File: config.mk
export PLATFORM = sky130hd
export DESIGN_NAME = ltc2324_emu
export DESIGN_NICKNAME = d
export VERILOG_FILES = /design/src/rtl/ltc2324_emu.sv
export SDC_FILE = /design/constraint.sdc
export NUM_CORES = 1
export LEC_CHECK = 0
export ABC_AREA = 1
export BUFFER_PORTS_ARGS = -buffer_cell sky130_fd_sc_hd__buf_2
export CAP_MARGIN = 20
export CORE_MARGIN = 3
export CORE_UTILIZATION = 55
export DETAILED_ROUTE_END_ITERATION = 6
export HOLD_SLACK_MARGIN = 0.02
export PLACE_DENSITY = 0.8
export SKIP_LAST_GASP = 1
export SLEW_MARGIN = 40
export SYNTH_ARGS = -nofsm -noshare
export SYNTH_HDL_FRONTEND = slang
export SYNTH_SLANG_ARGS = --single-unit
File: constraint.sdc
create_clock -name clk -period 2.8 [get_ports clk]
set_input_delay 0 -clock clk [delete_from_list [all_inputs] [get_ports clk]]
set_output_delay 0 -clock clk [all_outputs]
set_load 0.05 [all_outputs]
File: src/rtl/ltc2324_emu.sv
// ltc2324_emu -- slave-side emulator of the LTC2324-16 quad ADC serial port.
//
// Stands in for the physical ADC so the LTC2324-16 driver can be exercised
// in loopback / hardware-in-the-loop setups. A CNV rising edge latches four
// 16-bit channel words, BUSY is held for CONV_CYCLES clk cycles, then the
// words are shifted out MSB-first on SDO1..SDO4, one bit per master SCK
// falling edge.
//
// Optional feature macro: ADC_EMU_RAMP_EN
//   defined   : ch*_in are ignored; channel k latches R + (k-1)*0x1000 where
//               R is an internal 16-bit ramp advanced once per completed frame.
//   undefined : ch*_in are latched directly.
//
// Ports
//   clk          emulator clock (>= 4x master SCK frequency)
//   rst_n        asynchronous active-low reset
//   CNV          conversion start from master (asynchronous)
//   SCK          serial clock from master (asynchronous)
//   ch1_in..ch4_in  sample words, captured on CNV detection
//   CLKOUT       synchronized SCK echo
//   SDO1..SDO4   serial data, one line per channel
//   busy         high while a conversion is in progress
//   frame_cnt    completed frames, wraps modulo 2^16
//   sck_err      sticky: SCK falling edge seen during conversion
//   dbg_state_o  current FSM state (0 idle, 1 conv, 2 shift)
//
// Handshake: there is no valid/ready pair here. The master owns timing:
// a CNV rise starts a frame; after busy falls each SCK fall advances the
// data, and the new bit is stable 3 clk cycles after the SCK pin falls,
// i.e. before the master's next SCK rising (sampling) edge.
module ltc2324_emu #(
  parameter int CONV_CYCLES = 16,
  parameter int SCK_BITS    = 16
) (
  input  logic        clk,
  input  logic        rst_n,
  input  logic        CNV,
  input  logic        SCK,
  input  logic [15:0] ch1_in,
  input  logic [15:0] ch2_in,
  input  logic [15:0] ch3_in,
  input  logic [15:0] ch4_in,
  output logic        CLKOUT,
  output logic        SDO1,
  output logic        SDO2,
  output logic        SDO3,
  output logic        SDO4,
  output logic        busy,
  output logic [15:0] frame_cnt,
  output logic        sck_err,
  output logic [1:0]  dbg_state_o
);

  localparam logic [1:0] S_IDLE  = 2'd0;
  localparam logic [1:0] S_CONV  = 2'd1;
  localparam logic [1:0] S_SHIFT = 2'd2;

  localparam int BW = (SCK_BITS > 1) ? $clog2(SCK_BITS) : 1;
  localparam logic [BW-1:0] LAST_BIT  = BW'(SCK_BITS - 1);
  localparam logic [7:0]    CONV_LOAD = 8'(CONV_CYCLES - 1);

  // synchronizers plus one edge-detect stage each
  logic cnv_s1_q, cnv_s2_q, cnv_s3_q;
  logic sck_s1_q, sck_s2_q, sck_s3_q;
  logic cnv_rise, sck_fall;

  logic [1:0]       state_q, state_d;
  logic [7:0]       conv_cnt_q, conv_cnt_d;
  logic [BW-1:0]    bit_cnt_q, bit_cnt_d;
  logic [3:0][15:0] shreg_q, shreg_d;
  logic [15:0]      frame_cnt_q, frame_cnt_d;
  logic             sck_err_q, sck_err_d;
  logic [3:0]       sdo_q, sdo_d;
  logic [3:0][15:0] sample_w;

`ifdef ADC_EMU_RAMP_EN
  logic [15:0] ramp_q, ramp_d;
`endif

  assign cnv_rise = cnv_s2_q & ~cnv_s3_q;
  assign sck_fall = ~sck_s2_q & sck_s3_q;

  // Words latched on a CNV rise.
  always_comb begin
`ifdef ADC_EMU_RAMP_EN
    sample_w[0] = ramp_q;
    sample_w[1] = ramp_q + 16'h1000;
    sample_w[2] = ramp_q + 16'h2000;
    sample_w[3] = ramp_q + 16'h3000;
`else
    sample_w[0] = ch1_in;
    sample_w[1] = ch2_in;
    sample_w[2] = ch3_in;
    sample_w[3] = ch4_in;
`endif
  end

  // State register. The CNV chain resets to all-ones so a CNV already high
  // when reset is released looks like a steady level, not a rising edge.
  always_ff @(posedge clk or negedge rst_n) begin
    if (!rst_n) begin
      cnv_s1_q    <= 1'b1;
      cnv_s2_q    <= 1'b1;
      cnv_s3_q    <= 1'b1;
      sck_s1_q    <= 1'b0;
      sck_s2_q    <= 1'b0;
      sck_s3_q    <= 1'b0;
      state_q     <= S_IDLE;
      conv_cnt_q  <= 8'd0;
      bit_cnt_q   <= '0;
      shreg_q     <= '0;
      frame_cnt_q <= 16'd0;
      sck_err_q   <= 1'b0;
      sdo_q       <= 4'd0;
`ifdef ADC_EMU_RAMP_EN
      ramp_q      <= 16'd0;
`endif
    end else begin
      cnv_s1_q    <= CNV;
      cnv_s2_q    <= cnv_s1_q;
      cnv_s3_q    <= cnv_s2_q;
      sck_s1_q    <= SCK;
      sck_s2_q    <= sck_s1_q;
      sck_s3_q    <= sck_s2_q;
      state_q     <= state_d;
      conv_cnt_q  <= conv_cnt_d;
      bit_cnt_q   <= bit_cnt_d;
      shreg_q     <= shreg_d;
      frame_cnt_q <= frame_cnt_d;
      sck_err_q   <= sck_err_d;
      sdo_q       <= sdo_d;
`ifdef ADC_EMU_RAMP_EN
      ramp_q      <= ramp_d;
`endif
    end
  end

  // Next-state logic. A CNV rise in any state (re)starts a conversion and
  // takes priority over a coincident SCK fall.
  always_comb begin
    state_d     = state_q;
    conv_cnt_d  = conv_cnt_q;
    bit_cnt_d   = bit_cnt_q;
    shreg_d     = shreg_q;
    frame_cnt_d = frame_cnt_q;
    sck_err_d   = sck_err_q;
`ifdef ADC_EMU_RAMP_EN
    ramp_d      = ramp_q;
`endif
    if (cnv_rise) begin
      state_d    = S_CONV;
      conv_cnt_d = CONV_LOAD;
      bit_cnt_d  = '0;
      shreg_d    = sample_w;
    end else begin
      case (state_q)
        S_CONV: begin
          if (sck_fall) sck_err_d = 1'b1;
          if (conv_cnt_q == 8'd0) begin
            state_d   = S_SHIFT;
            bit_cnt_d = '0;
          end else begin
            conv_cnt_d = conv_cnt_q - 8'd1;
          end
        end
        S_SHIFT: begin
          if (sck_fall) begin
            for (int k = 0; k < 4; k++) shreg_d[k] = {shreg_q[k][14:0], 1'b0};
            if (bit_cnt_q == LAST_BIT) begin
              state_d     = S_IDLE;
              bit_cnt_d   = '0;
              frame_cnt_d = frame_cnt_q + 16'd1;
`ifdef ADC_EMU_RAMP_EN
              ramp_d      = ramp_q + 16'd1;
`endif
            end else begin
              bit_cnt_d = bit_cnt_q + BW'(1);
            end
          end
        end
        default: ;
      endcase
    end
  end

  // Outputs. SDO is registered from next-state values so the MSB is on the
  // pins in the same cycle busy drops, and each later bit one cycle after
  // its SCK fall is detected.
  always_comb begin
    for (int k = 0; k < 4; k++)
      sdo_d[k] = (state_d == S_SHIFT) ? shreg_d[k][15] : 1'b0;
    busy        = (state_q == S_CONV);
    CLKOUT      = sck_s2_q;
    SDO1        = sdo_q[0];
    SDO2        = sdo_q[1];
    SDO3        = sdo_q[2];
    SDO4        = sdo_q[3];
    frame_cnt   = frame_cnt_q;
    sck_err     = sck_err_q;
    dbg_state_o = state_q;
  end

endmodule

== Word-level counts from Yosys, hierarchy flattened ==
Cells that the tools add are included.
Storage, ports and cells
  register bits: 105
  bits in latches: 0
  RAM bits: 0
  ROM bits: 0
  output and inout port bits: 25
  word-level logic and storage cells: 65
  memories kept: 0
Cells by class
  add/sub/neg operators: 3
  multipliers: 0
  divide/modulo/power cells: 0
  magnitude comparators: 0
  eq/ne operators: 7
  shifts and indexed selects: 0
  muxes and demuxes: 20
  bitwise logic cells: 5
  reductions and logical operators: 10
Operators by type and width (count)
  $mux W64: 3
  $mux W8: 3
  $add A16 B1 Y16 const B: 1
  $mux W4: 4
  $logic_not A8 Y1: 1
  $mux W2: 4
  $pmux W4 S2: 1
  $sub A8 B1 Y8 const B: 1
  $reduce_and A3 Y1: 2
  $reduce_bool A2 Y1: 3
  $add A4 B1 Y4 const B: 1
  $eq A2 B2 Y1 const B: 2
  $eq A4 B4 Y1 const B: 1
  $mux W1: 4
  $pmux W2 S2: 1
  $reduce_and A2 Y1: 2
  $reduce_and A4 Y1: 1
  $ne A3 B1 Y1 const B: 1
  $ne A3 B3 Y1 const B: 1
  $not A1 Y1: 3
  $reduce_bool A3 Y1: 1
  $and A1 B1 Y1: 2
  $eq A2 B1 Y1 const B: 1
  $ne A2 B2 Y1 const B: 1

== Longest topological paths before layout ==
  depth in word-level cells: 7
  gate-level depth with buffers: 11
  gate-level depth less buffers: 11

== Least setup slack after synthesis ==
No wires, ideal clock.
  path type: flip-flop to flip-flop
  start: register state_q[0], in the netlist dbg_state_o[0]
  end: register sdo_q[0]
  library setup time: 72 ps
  arrival time: 1905 ps
  path slack: 823 ps
  cell stages (with the launch flop): 10
  buffers on the path: 0
  path through: dfrtp_1 ha_1 inv_1 nor2_1 nand3_1 nand2_1 nand2_1 nor2_1 nand2_1 nor2_1
Between the ends
  elaborated cells on any way between the ends: 11
  classes of those cells: 3 x eq/ne; 8 x mux
RTL lines
  start, declared: RTL line 67  | logic [1:0] state_q, state_d;
  start signal, assigned: RTL line 125  | state_q <= state_d;
  $eq A2 B1 Y1
  net busy: RTL line 48  | output logic busy,
  $pmux W2 S2: RTL line 156  | case (state_q)
  $mux W2: RTL line 150  | if (cnv_rise) begin
  net state_d[1]: RTL line 67
  $eq A2 B2 Y1: RTL line 191  | sdo_d[k] = (state_d == S_SHIFT) ? shreg_d[k][15] : 1'b0;
  $mux W1: RTL line 191
  net sdo_d[0]: RTL line 73  | logic [3:0] sdo_q, sdo_d;
  end signal, assigned: RTL line 131  | sdo_q <= sdo_d;
  end, declared: RTL line 73
The timed path passes the listed nets, and every way through them passes these cells. The select of a mux whose other input is x is not followed.
A chain may end at the register's enable or synchronous reset.

== Worst setup path in the final report ==
  start: register cnv_s3_q
  end: register frame_cnt_q[11], in the netlist frame_cnt[11]
Between the ends
  cells in the longest elaborated chain, start to end: 4
Ends and longest elaborated chain
  start, declared: RTL line 63  | logic cnv_s1_q, cnv_s2_q, cnv_s3_q;
  start signal, assigned: RTL line 121  | cnv_s3_q <= cnv_s2_q;
  $not A1 Y1: RTL line 80  | assign cnv_rise = cnv_s2_q & ~cnv_s3_q;
  $and A1 B1 Y1: RTL line 80
  $not A1 Y1 (no line)
  $reduce_and A4 Y1 (no line)
  end signal, assigned: RTL line 129  | frame_cnt_q <= frame_cnt_d;
  end, declared: RTL line 71  | logic [15:0] frame_cnt_q, frame_cnt_d;
Every way passes these cells.

==> results.sh <==
export IMPL_status="complete, no violations"
export IMPL_finalCritPeriodShare_pct=81.68
export IMPL_syn_inst=549
export IMPL_cts_path_max_buffers=2
export IMPL_via_count=4367
export IMPL_fin_cells=815
export IMPL_dieWidth_um=99.70
export IMPL_io_buffers=92
export IMPL_place_gp_congestion=0.8582
export IMPL_worstPathArrival_ns=2.55
export IMPL_cts_buffers=9
export IMPL_syn_area_um2=4828
export IMPL_grt_pass1_wl_um=20930
export IMPL_r2r_start="cnv_s3_q"
export IMPL_start_kind="flop"
export IMPL_cp_required_ns=3.06
export IMPL_route_detailed_drc=0
export IMPL_dr_first_iter_drc_count=243
export IMPL_cap_viol_max_count=0
export IMPL_row_count=33
export IMPL_die_height_um=99.70
export IMPL_setup_viol=0
export IMPL_p_sw_mw=1.046
export IMPL_synth_warnings=0
export IMPL_dieArea_um2=9939
export IMPL_p_seq_share_pct=51.0
export IMPL_cts_root_buffer_cell="clkbuf_8"
export IMPL_slew_viol_final=0
export IMPL_ios=93
export IMPL_start_util_pct=57.61
export IMPL_wl_per_cell_um=15.17
export IMPL_met2_usage_pct=46.38
export IMPL_fillers=621
export IMPL_synth_top_area_cell="dfrtp_1"
export IMPL_dp_cells=732
export IMPL_p_int_mw=2.386
export IMPL_final_net_count=778
export IMPL_reg2reg_slack_ns=0.51
export IMPL_multiInputGateArea_um2=1822
export IMPL_yosysSeqAreaShare_pct=54.50
export IMPL_synthesis_nets=622
export IMPL_drtAntennaViolNets=0
export IMPL_coreArea_um2=8382
export IMPL_p_leak_nw=3.150
export IMPL_rsz0062_at_grt="false"
export IMPL_ir_drop_mv=0.3028
export IMPL_synth_async_reset_ratio_pct=100.0
export IMPL_fin_ws_ns=0.5131
export IMPL_avgViaCountPerCell=5.358
export IMPL_dpl_worst_slack_ns=0.5124
export IMPL_grt_pass1_vias=4575
export IMPL_comb_power_share_pct=19.4
export IMPL_grt_max_degree=61
export IMPL_top_usage_layer="met2"
export IMPL_grt_total_usage_pct=26.26
export IMPL_period_minus_slack_ns=2.287
export IMPL_critPathKind="flop to flop"
export IMPL_overflow=0
export IMPL_cp_end_kind="flop"
export IMPL_clkPwrFrac_pct=29.5
export IMPL_dp_hpwl_um=7526
export IMPL_met1_usage_pct=32.02
export IMPL_worst_r2r_cell_count=9
export IMPL_htreeDepth=3
export IMPL_ys_ff_latch=105
export IMPL_use_met3_pct=4.208
export IMPL_avgSynthCellArea_um2=8.795
export IMPL_clk_latency_ns=0.37
export IMPL_total_power_mw=3.433
export IMPL_drive_above_1_share_pct=19.01
export IMPL_tns_ns=0
export IMPL_n_antenna_cell=0
export IMPL_yosysTopAreaCellShare_pct=52.86
export IMPL_ys_flop_type="dfrtp_1"
export IMPL_skew_ns=0.01374
export IMPL_cts_tree="built"
export IMPL_timing_fmax_mhz=437.3
export IMPL_grt_antenna_before_repair=0
export IMPL_synth_area_leaders="dfrtp_1, nand2_1, inv_1"
export IMPL_r2r_end="frame_cnt[11]"
export IMPL_swShare_pct=30.49
export IMPL_synth_edff_count=0
export IMPL_hold_viol=0
export IMPL_dr_pass1_iters=5
export IMPL_hold_path_class="input port to async pin"
export IMPL_slew_headroom_pct=56.03
export IMPL_worstPathMaxFanout=27
export IMPL_clock_sinks=105
export IMPL_routed_wl_um=12370
export IMPL_regArea_um2=2631
export IMPL_ys_types=31
export IMPL_tightestPinTransition_ns=0.6586
export IMPL_clk_pin_slew_ns=0.10
export IMPL_area_growth_pct=30.19
export IMPL_power_density_nw_per_um2=546.1
area by class of cell:
class	instances	share of cell area [%]
Clock inverter	6	1.334
Clock buffer	10	2.189
Timing Repair Buffer	165	19.01
Multi-Input combinational cell	348	28.98
Sequential cell	105	41.86
Tap cell	105	2.090
Inverter	76	4.538
synthesized netlist by cell type, types with 2 or more instances:
cell type  count
dfstp_2        3
nor2_1        26
clkbuf_1       6
nand2_2        4
nor2_4         3
o21ai_0       48
inv_2          4
nand4_1        8
nand3_1       24
nor3_1         6
buf_1          4
buf_2          8
dfrtp_1      102
inv_1         72
o211ai_1      25
xor2_1         7
a22oi_1       32
ha_1           5
xnor2_1        3
nand2_1      147
nor2_2         2
per-stage QoR:
stage               utilization [%]  cell area, µm²  hold slack, ns
CTS                           74.95            6282          0.2547
global route                  75.00            6286          0.1921
global placement              64.31            5390          0.1077
floorplan                         -            4828         -0.2956
detailed placement            64.31            5390          0.1084
finish                        75.00            6286          0.1516
worst max-delay path, cell delays in order, from the launching register on:
cell and delay, ns:
dfstp_2 0.53, inv_1 0.04, nand2_1 0.39, nand3_4 0.43, nor2_8 0.38, nand2_4 0.10
nor2_4 0.11, nand2_1 0.06, nand2_1 0.08, nand2_1 0.05
per-layer routing:
layer	up-vias	part of all wire (%)
met3	26	5.1
met4	0	2.1
met5	-	0
met2	153	51
li1	2100	-
met1	2088	41
kinds of logic (layout without fill, tap and decap cells):
logic type,after synthesis,after routing,synth area share (%)
fa+ha+maj,5,5,1.296
compound gates,107,107,14.12
flops,105,105,54.50
simple gates,226,226,20.50
buf+inv,96,257,7.774
xor+xnor,10,10,1.814
registers in the layout (all words and copies together), names as in the netlist:
name	flops
conv_cnt_q	8
sck_s3_q	1
frame_cnt	16
cnv_s2_q	1
CLKOUT	1
bit_cnt_q	4
sck_s1_q	1
shreg_q	64
sdo_q	4
dbg_state_o	2
cnv_s1_q	1
cnv_s3_q	1
sck_err	1
power by group through the flow:
stage	registers, mW	clock network, mW	logic, mW
3_5_place_dp	1.78	0	0.582
6_report	1.75	1.01	0.667
4_1_cts	1.75	1.04	0.656
2_1_floorplan	1.79	0	0.369
3_3_place_gp	1.77	0	0.557
5_1_grt	1.77	1.10	0.752
placed cells by master (no fill, tap or decap), types with 2 or more instances in the layout:
master and count:
nand2_1 147, dfrtp_1 102, buf_2 91, inv_1 71, dlygate4sd3_1 67, o21ai_0 48
a22oi_1 32, nor2_1 26, o211ai_1 25, nand3_1 24, clkbuf_8 10, nand4_1 8
xor2_1 7, nor3_1 6, inv_2 5, ha_1 5, buf_4 5, nand2_2 4
nor2_4 3, xnor2_1 3, dfstp_2 3, nor2_2 2, inv_6 2
worst max path at each step:
| stage | from | endpoint | slack [ns] | cells past startpoint |
|---|---|---|---|---|
| floorplan | dbg_state_o[0] | sdo_q[0] | 0.82 | 9 |
| global placement | cnv_s3_q | frame_cnt[11] | 0.63 | 9 |
| detailed placement | cnv_s3_q | frame_cnt[11] | 0.51 | 9 |
| CTS | cnv_s3_q | frame_cnt[11] | 0.50 | 9 |
| global route | cnv_s3_q | frame_cnt[11] | 0.34 | 9 |
| finish | cnv_s3_q | frame_cnt[11] | 0.51 | 9 |
timing repair:
item | CTS | global route
endpoints found under the setup margin | 0 | 0
resized for setup | 0 | 0
hold buffers | 67 | 0
buffers inserted | 0 | 0
endpoints found under the hold margin | 123 | 0
Note: power is estimated with default switching activity, not from simulation.
